[src/rtl/cmd_link_uart.sv]
// cmd_link_uart: 8N1 UART link that assembles two RX bytes into a 16-bit command and serialises 8-bit responses on TX.
// Optional build macro CMD_TIMEOUT_EN abandons a half-received command after TIMEOUT_CYC idle cycles in WAIT_L.
module cmd_link_uart #(
   parameter int BAUD_DIV    = 2604,
   parameter int TIMEOUT_CYC = 52080
) (
   input  logic        clk,
   input  logic        rst_n,
   input  logic        RX,
   output logic        TX,
   output logic [15:0] cmd,
   output logic        cmd_rdy,
   input  logic        clr_cmd_rdy,
   input  logic [7:0]  resp,
   input  logic        send_resp,
   output logic        resp_sent
);
   localparam int BW = $clog2(BAUD_DIV);
   localparam logic [BW-1:0] HALF = BW'(BAUD_DIV / 2 - 1);
   localparam logic [BW-1:0] LAST = BW'(BAUD_DIV - 1);
   localparam logic [BW-1:0] PEN  = BW'(BAUD_DIV - 2);

   typedef enum logic [1:0] {S_IDLE, S_START, S_DATA, S_STOP} bit_st_t;
   typedef enum logic [1:0] {A_WAIT_H, A_WAIT_L, A_FULL} asm_st_t;

   logic          rx_s1, rx_s2, rx_s3;
   bit_st_t       rx_st;
   logic [BW-1:0] rx_cnt;
   logic [3:0]    rx_bit;
   logic [7:0]    rx_byte;
   logic          rx_valid;

   asm_st_t       as_st;
`ifdef CMD_TIMEOUT_EN
   localparam int TW = $clog2(TIMEOUT_CYC + 1);
   logic [TW-1:0] to_cnt;
`endif

   bit_st_t       tx_st;
   logic [BW-1:0] tx_cnt;
   logic [3:0]    tx_bit;
   logic [7:0]    tx_sh;

   // Two-flop synchroniser plus one delayed copy for start-edge detection
   always_ff @(posedge clk or negedge rst_n) begin
      if (!rst_n) {rx_s1, rx_s2, rx_s3} <= 3'b111;
      else        {rx_s1, rx_s2, rx_s3} <= {RX, rx_s1, rx_s2};
   end

   // Receive bit engine: mid-bit sampling, false-start rejection, framing check on stop bit
   always_ff @(posedge clk or negedge rst_n) begin
      if (!rst_n) begin
         rx_st    <= S_IDLE;
         rx_cnt   <= '0;
         rx_bit   <= '0;
         rx_byte  <= '0;
         rx_valid <= 1'b0;
      end else begin
         rx_valid <= 1'b0;
         case (rx_st)
            S_IDLE: if (rx_s3 && !rx_s2) begin
               rx_st  <= S_START;
               rx_cnt <= '0;
            end
            S_START: if (rx_cnt == HALF) begin
               rx_st  <= rx_s2 ? S_IDLE : S_DATA;
               rx_cnt <= '0;
               rx_bit <= '0;
            end else rx_cnt <= rx_cnt + 1'b1;
            S_DATA: if (rx_cnt == LAST) begin
               rx_byte <= {rx_s2, rx_byte[7:1]};
               rx_cnt  <= '0;
               rx_bit  <= rx_bit + 1'b1;
               if (rx_bit == 4'd7) rx_st <= S_STOP;
            end else rx_cnt <= rx_cnt + 1'b1;
            S_STOP: if (rx_cnt == LAST) begin
               rx_valid <= rx_s2;
               rx_st    <= S_IDLE;
            end else rx_cnt <= rx_cnt + 1'b1;
            default: rx_st <= S_IDLE;
         endcase
      end
   end

   // Command assembler: high byte then low byte, held until the consumer clears it
   always_ff @(posedge clk or negedge rst_n) begin
      if (!rst_n) begin
         as_st   <= A_WAIT_H;
         cmd     <= '0;
         cmd_rdy <= 1'b0;
`ifdef CMD_TIMEOUT_EN
         to_cnt  <= '0;
`endif
      end else begin
         case (as_st)
            A_WAIT_H: if (rx_valid) begin
               cmd[15:8] <= rx_byte;
               as_st     <= A_WAIT_L;
`ifdef CMD_TIMEOUT_EN
               to_cnt    <= '0;
`endif
            end
            A_WAIT_L: if (rx_valid) begin
               cmd[7:0] <= rx_byte;
               cmd_rdy  <= 1'b1;
               as_st    <= A_FULL;
            end
`ifdef CMD_TIMEOUT_EN
            else if (to_cnt == TW'(TIMEOUT_CYC - 1)) as_st <= A_WAIT_H;
            else to_cnt <= to_cnt + 1'b1;
`endif
            A_FULL: if (clr_cmd_rdy) begin
               cmd_rdy <= 1'b0;
               as_st   <= A_WAIT_H;
            end
            default: as_st <= A_WAIT_H;
         endcase
      end
   end

   // Transmit bit engine: resp_sent is raised one cycle early so it coincides with the last stop cycle
   always_ff @(posedge clk or negedge rst_n) begin
      if (!rst_n) begin
         tx_st     <= S_IDLE;
         tx_cnt    <= '0;
         tx_bit    <= '0;
         tx_sh     <= '0;
         TX        <= 1'b1;
         resp_sent <= 1'b0;
      end else begin
         resp_sent <= 1'b0;
         case (tx_st)
            S_IDLE: if (send_resp) begin
               tx_sh  <= resp;
               TX     <= 1'b0;
               tx_cnt <= '0;
               tx_st  <= S_START;
            end
            S_START: if (tx_cnt == LAST) begin
               TX     <= tx_sh[0];
               tx_sh  <= tx_sh >> 1;
               tx_bit <= '0;
               tx_cnt <= '0;
               tx_st  <= S_DATA;
            end else tx_cnt <= tx_cnt + 1'b1;
            S_DATA: if (tx_cnt == LAST) begin
               tx_cnt <= '0;
               TX     <= (tx_bit == 4'd7) ? 1'b1 : tx_sh[0];
               tx_sh  <= tx_sh >> 1;
               tx_bit <= tx_bit + 1'b1;
               if (tx_bit == 4'd7) tx_st <= S_STOP;
            end else tx_cnt <= tx_cnt + 1'b1;
            S_STOP: begin
               tx_cnt <= tx_cnt + 1'b1;
               if (tx_cnt == PEN) resp_sent <= 1'b1;
               if (tx_cnt == LAST) tx_st <= S_IDLE;
            end
            default: tx_st <= S_IDLE;
         endcase
      end
   end
endmodule

[config.mk]
export PLATFORM = sky130hd
export DESIGN_NAME = cmd_link_uart
export DESIGN_NICKNAME = d
export VERILOG_FILES = /design/src/rtl/cmd_link_uart.sv
export SDC_FILE = /design/constraint.sdc
export NUM_CORES = 1
export LEC_CHECK = 0
export CORE_UTILIZATION = 50
export CTS_BUF_LIST = sky130_fd_sc_hd__clkbuf_8
export DETAILED_ROUTE_END_ITERATION = 7
export PLACE_DENSITY = 0.7
export SLEW_MARGIN = 20
export SYNTH_ARGS = -nofsm -noshare
export SYNTH_HDL_FRONTEND = slang
export SYNTH_SLANG_ARGS = --single-unit
[constraint.sdc]
create_clock -name clk -period 5.3 [get_ports clk]
set_input_delay 0.53 -clock clk [delete_from_list [all_inputs] [get_ports clk]]
set_output_delay 0.53 -clock clk [all_outputs]
set_load 0.005 [all_outputs]
==> results.md <==
- Worst Hold Class: input port to asynchronous set/reset pin
- Critical path fanouts, max: 11
- Routed len/inst: 14.3 um
- Power Dens Cells: 286 nW/um^2
- Syn Area/Cell: 11.1 sq um
- Register Area: 1930 sq um
- DP Cell Count: 464
- GPL Wtd Cong: 0.839
- Std cell rows: 31
- YS warnings: 0
- Post-CTS Resized: 0
- CTS buffer count: 9
- Core outline area: 7330 sq um
- Crit Path Class: flop to flop
- Post-Syn Instances: 345
- Initial antenna violation count: 0
- H-tree depth: 3
- Top cell type's share of synthesized area: 47.9%
- R2R cell count: 5
- Final period utilization: 45.7%
- Routed WL: 6.85 mm
- Nets: 400
- Total track usage: 19.4%
- Synth area leader: dfrtp_1
- Post-synth EDFFs: 0
- Crit end category: flop
- Filler cell count: 610
- Synth Flop Type: dfrtp_1
- Crit path DAT: 2.66 ns
- CP max-delay cell: or4b_4
- Min Tclk post-route: 2.42 ns
- Vias per inst: 5.56
- Hold buffer count at CTS: 0
- Area delta synth->final: 14.5%
- F_max: 0.413 GHz
- Ratio of cells with drive above 1 in the final layout: 12.9%
- Clock buffer depth: 2
- Worst skew pair latency: 0.35 ns
- Starting DRT DRC Count: 112
- Post-synth ARST share: 100%
- Post-CTS Setup Repair Bufs: 0
- Area contributors post-synth: dfrtp_1, mux2_2, ha_1, dfstp_2, nand2_1
- Die X: 89.3 um
- Syn nets: 369
- I/O pin count: 32
- Area of the multi-input gates: 1760 sq um
- Chip height: 89.3 um
- Syn Std Cell Area: 3810 sq um
- Status: completed
- Peak VDD IR: 0.000137 V
- RSZ-0062 raised after global routing: false
- Worst-path clk slew: 0.08 ns
- Die ar.: 7980 sq um
- First-pass DRT Iterations: 4
- Slew margin rel.: 37.4%
- Setup TNS: 0 ns
- Hold slack: 0.318 ns
- Worst-path cell chain: or4b_4, nor4_4, and2b_1, a21oi_1, mux2_2
- Final core utilization: 59.6%
- Initial Utilization: 52.0%
- Startpoint types: flop
- CP bufs+invs: 0
- Clk_skew: 0.0127 ns
- Max_cap viols: 0
- Buffers on Ports: 31
- Leakage power: 1.94 nW
- Largest net degree at the start of global routing: 78
- Global-route wire length before repair: 11.9 mm
- Hold Vio Cnt, Final: 0
- CTS tree: built
- Dpl hpwl: 4.79 mm
- Via count: 2661
- Clock sinks: 77
- # DRC: 0
- Dpl cell area: 4180 sq um
- Post-route insts no fill: 479
- Crit path required time: 5.54 ns
- # diodes: 0
- Design Area, Final: 4370 sq um
- Post-route ant nets: 0
- Critical path depth in cells: 5
- Final Max Tran Viols: 0
- Slowest cell delay on critical path: 0.56 ns
- Sequential share of the synthesized area: 50.7%
- Slew @ Worst Pin: 0.939 ns
- Yosys cell types: 61
- Vias in the first global route: 2596
- Post-synthesis register bit count: 77
- Total grt overflow: 0
- CTS Root Cell: clkbuf_8
- Cell family with most CP delay: simple AND/OR/NAND/NOR gates
- Final setup vio count: 0
[cell families after synthesis]
group / synth area share, %
simple gates: 18.2
flops: 50.7
xor+xnor: 2.76
compound gates: 13.4
fa+ha+maj: 3.61
mux: 8.24
buf+inv: 3.15
[final timing paths]
| kind | start | to | slack [ns] |
|---|---|---|---|
| setup reg to reg | rx_cnt[2] | rx_bit[0] | 2.88 |
| min in group clk | rx_s1 | rx_s2 | 0.36 |
| setup / recovery | rx_cnt[2] | rx_bit[0] | 2.88 |
| max in group asynchronous | rst_n | tx_cnt[0] | 4.38 |
| hold reg to reg | rx_s1 | rx_s2 | 0.36 |
| hold / removal | rst_n | cmd[9] | 0.32 |
[report_power, final]
| group | switching, mW | total (mW) | internal [mW] |
|---|---|---|---|
| sequential | 0.0445 | 0.655 | 0.610 |
| clock | 0.215 | 0.429 | 0.215 |
| combinational | 0.0967 | 0.164 | 0.0676 |
| total | 0.356 | 1.25 | 0.893 |
[cells in the final DEF, fill, tap and decap left out, types with 3 or more instances in the layout]
cell	count
o21a_1	7
mux2_2	19
a21oi_1	11
o22a_1	7
xor2_1	3
nand3_1	14
clkbuf_8	9
mux2_1	8
a21o_1	6
inv_1	15
and3_1	6
nand4_1	4
o21ai_0	20
clkdlybuf4s50_1	30
nor2_1	20
or3_1	4
nor3b_1	5
nor4_1	3
dfrtp_1	73
dfstp_2	4
o211ai_1	4
nor4bb_1	3
nand2b_1	3
nand3b_1	4
ha_1	11
nand2_1	27
nor3_1	5
xnor2_1	9
[Yosys cell counts (all sizes together), types with 5 or more instances]
library cell,instances
dfrtp,73
ha,11
xnor2,9
nand2,27
a21oi,12
nor3,5
inv,14
and3,6
clkbuf,7
nor4,5
nor3b,6
nand3,15
o21ai,22
nor2,20
o22a,7
a21o,6
mux2,27
o21a,7
[routing by layer]
layer | global-route usage, % | vias up | part of all wire, %
met5 | 0 | - | 0
met4 | 6.06 | 0 | 1.5
met3 | 5.54 | 8 | 2.8
met2 | 31.5 | 34 | 47
met1 | 25.3 | 1302 | 48
li1 | - | 1317 | -
[stage by stage]
stage	power (mW)	worst slack, ns
after floorplan	0.776	3.19
after global placement	0.827	2.94
after detailed placement	0.830	2.89
after CTS	1.26	2.88
after global routing	1.32	2.75
final	1.25	2.88
[cell type report]
class	count	share of cell area (%)
clock buffer	9	2.84
clock inverter	6	1.52
inverter	14	1.20
multi-input combinational	243	40.3
sequential	77	44.2
tap	99	2.84
timing repair buffer	31	7.05
[worst reg2reg max path: stages, from the launching register on]
cell	delay (ns)
dfrtp_1	0.46
or4b_4	0.56
nor4_4	0.45
and2b_1	0.46
a21oi_1	0.10
mux2_2	0.29
[registers in the layout, summed over array words and instances, names as in the netlist, 2 cells and up, named ones only]
name and count:
tx_sh 8, cmd 16, as_st 2, tx_cnt 12, rx_cnt 12, rx_byte 8, tx_st 2, rx_bit 4
tx_bit 4
(Power assumes the default switching activity.)
==> patch (same settings) <==
Encoding of `bit_st_t`: now one-hot (4 bits for 4 values).
--- a/src/rtl/cmd_link_uart.sv
+++ b/src/rtl/cmd_link_uart.sv
@@ -22,3 +22,3 @@
 
-   typedef enum logic [1:0] {S_IDLE, S_START, S_DATA, S_STOP} bit_st_t;
+   typedef enum logic [3:0] {S_IDLE = 4'b0001, S_START = 4'b0010, S_DATA = 4'b0100, S_STOP = 4'b1000} bit_st_t;
    typedef enum logic [1:0] {A_WAIT_H, A_WAIT_L, A_FULL} asm_st_t;
Check against the original RTL: same outputs for any inputs over 10 cycles, from zero or initial values and one cycle with rst_n low; not proved beyond that.
==> patch against the unedited design <==
Final area grew 6.5%; wire length grew 11%; non-clock buffer count grew 1; sequential cell count grew 4; die area grew 7.2%; synthesized area grew 7.4%; setup slack lost 0.065 ns; sequential share of layout area shrank 0.51 points; power grew 5.7%; cell count grew 7.3%; largest power group unchanged.
==> patch: results (changes against the unedited design) <==
----------------------------------------------------
[Run status]
  Status ... finished clean

[Worst setup path]
  Reg2Reg Capture Point ... tx_sh[0]
  Setup slack of the most critical reg-to-reg path ... 2.81 ns (-0.07 ns)
  Register-to-Register Path Depth ... 6 (+1)
  Critical register-to-register path startpoint ... tx_cnt[0]

[GRT]
  GRT Overall Usage ... 0.195 (+0.00134)
  First-pass GRT wire length ... 13.2 mm (+11%)
  Vias in the first global route ... 2826 (+8.9%)
  Maximum number of pins on one net before global-route repair ... 82 (+5.1%)

[Power]
  IR drop worst, VDD ... 0.276 mV (+100%)
  Design internal power ... 951 µW (+6.5%)
  LEAKAGE ... 0.00205 µW (+5.5%)

[Placed design]
  Total half-perimeter wirelength after legalization and detailed placement ... 5.14 mm (+7.3%)
  Gp weighted congestion ... 0.796 (-5.2%)
  Placed Cells incl. Taps ... 498 (+7.3%)

[Routing]
  Violation count after the first detailed-routing iteration ... 84 (-25%)
  Detailed-route vias per instance ... 5.69 (+2.4%)
  Vias ... 2924 (+9.9%)

[STA]
  Clock skew ... 0.0121 ns (-0.000614 ns)
  Worst Max-Slew Pin Slew ... 0.994 ns (+0.0555 ns)

[Cells and area]
  Share of cells above drive strength 1 ... 0.167 (+0.0385)
  Layout net count ... 426 (+6.5%)
  Number of fillers in the final layout ... 662 (+8.5%)

[Logic synthesis]
  Leading cell types by total area after synthesis ... dfrtp_1 46%, mux2_2 6.3%, dfstp_2 3.8%
  Post-Syn Area per Cell ... 10.7 µm² (-2.7%)
  Post-synth net total ... 400 (+8.4%)
  Most frequent cells after synthesis ... 75 x dfrtp_1, 33 x nor2_1, 24 x nand2_1

----------------------------------------------------
## patch: changes by cell type after synthesis, sizes merged, moves of 5 or more
cell   delta
a21o      -5
a21oi     +8
a31oi     +8
buf       +9
ha        -5
mux2i     +9
nor2     +13
nor3      +9
o21a      -6
o22a      -7
## patch: worst min-delay path by stage
stage           from   endpoint  slack [ns]  depth (start not counted)
2_1_floorplan  rst_n   as_st[0]        0.23                          0
3_3_place_gp   rx_s1      rx_s2        0.35                          0
3_5_place_dp   rx_s1      rx_s2        0.35                          0
4_1_cts        rx_s1      rx_s2        0.36                          0
5_1_grt        rst_n  tx_bit[2]        0.27                          1
6_report       rst_n  tx_bit[0]        0.17                          1
## patch: kinds of logic (layout without fill, tap and decap cells)
logic type	count (synthesis)	after routing	share of synthesized area
flops	81	81	0.497
buf+inv	30	61	0.0361
compound gates	74	74	0.119
mux	33	33	0.0877
simple gates	144	144	0.214
xor+xnor	13	13	0.0278
fa+ha+maj	6	6	0.0183
## patch: layout make-up
cell class | count | area, µm² | share of cell area
clock buffer | 10 | 138 | 0.0296
clock inverter | 6 | 71.3 | 0.0153
inverter | 13 | 48.8 | 0.0105
multi-input combinational | 270 | 1910 | 0.411
sequential | 81 | 2030 | 0.437
tap | 102 | 128 | 0.0274
timing repair buffer | 32 | 319 | 0.0686
## patch: worst max-delay path: stages, from the launching register on
cell       delay, ns
dfrtp_1         0.44
ha_1            0.21
nand4bb_1       0.17
nor4_4          0.45
a32o_1          0.88
nor2_1          0.11
a21oi_1         0.15
## patch: stage by stage
stage                util  total power, µW  setup slack (ns)
CTS                 0.595             1330              2.79
detailed placement  0.569              860              2.78
floorplan               -              811              3.23
global placement    0.569              856              2.79
finish              0.596             1320              2.81
global route        0.596             1380              2.51
## patch: power by group through the flow
stage          Combinational, µW  Sequential, µW  Clock (µW)
2_1_floorplan                134             678           0
3_3_place_gp                 171             685           0
3_5_place_dp                 175             685           0
4_1_cts                      175             673         486
5_1_grt                      197             679         508
6_report                     172             673         475
## patch: layer usage
| metal | share of wire | up-vias | global-route usage |
|---|---|---|---|
| met5 | 0 | - | 0 |
| met4 | 0.016 | 0 | 0.0833 |
| met3 | 0.029 | 11 | 0.0353 |
| met2 | 0.47 | 34 | 0.315 |
| met1 | 0.48 | 1446 | 0.259 |
| li1 | - | 1433 | - |
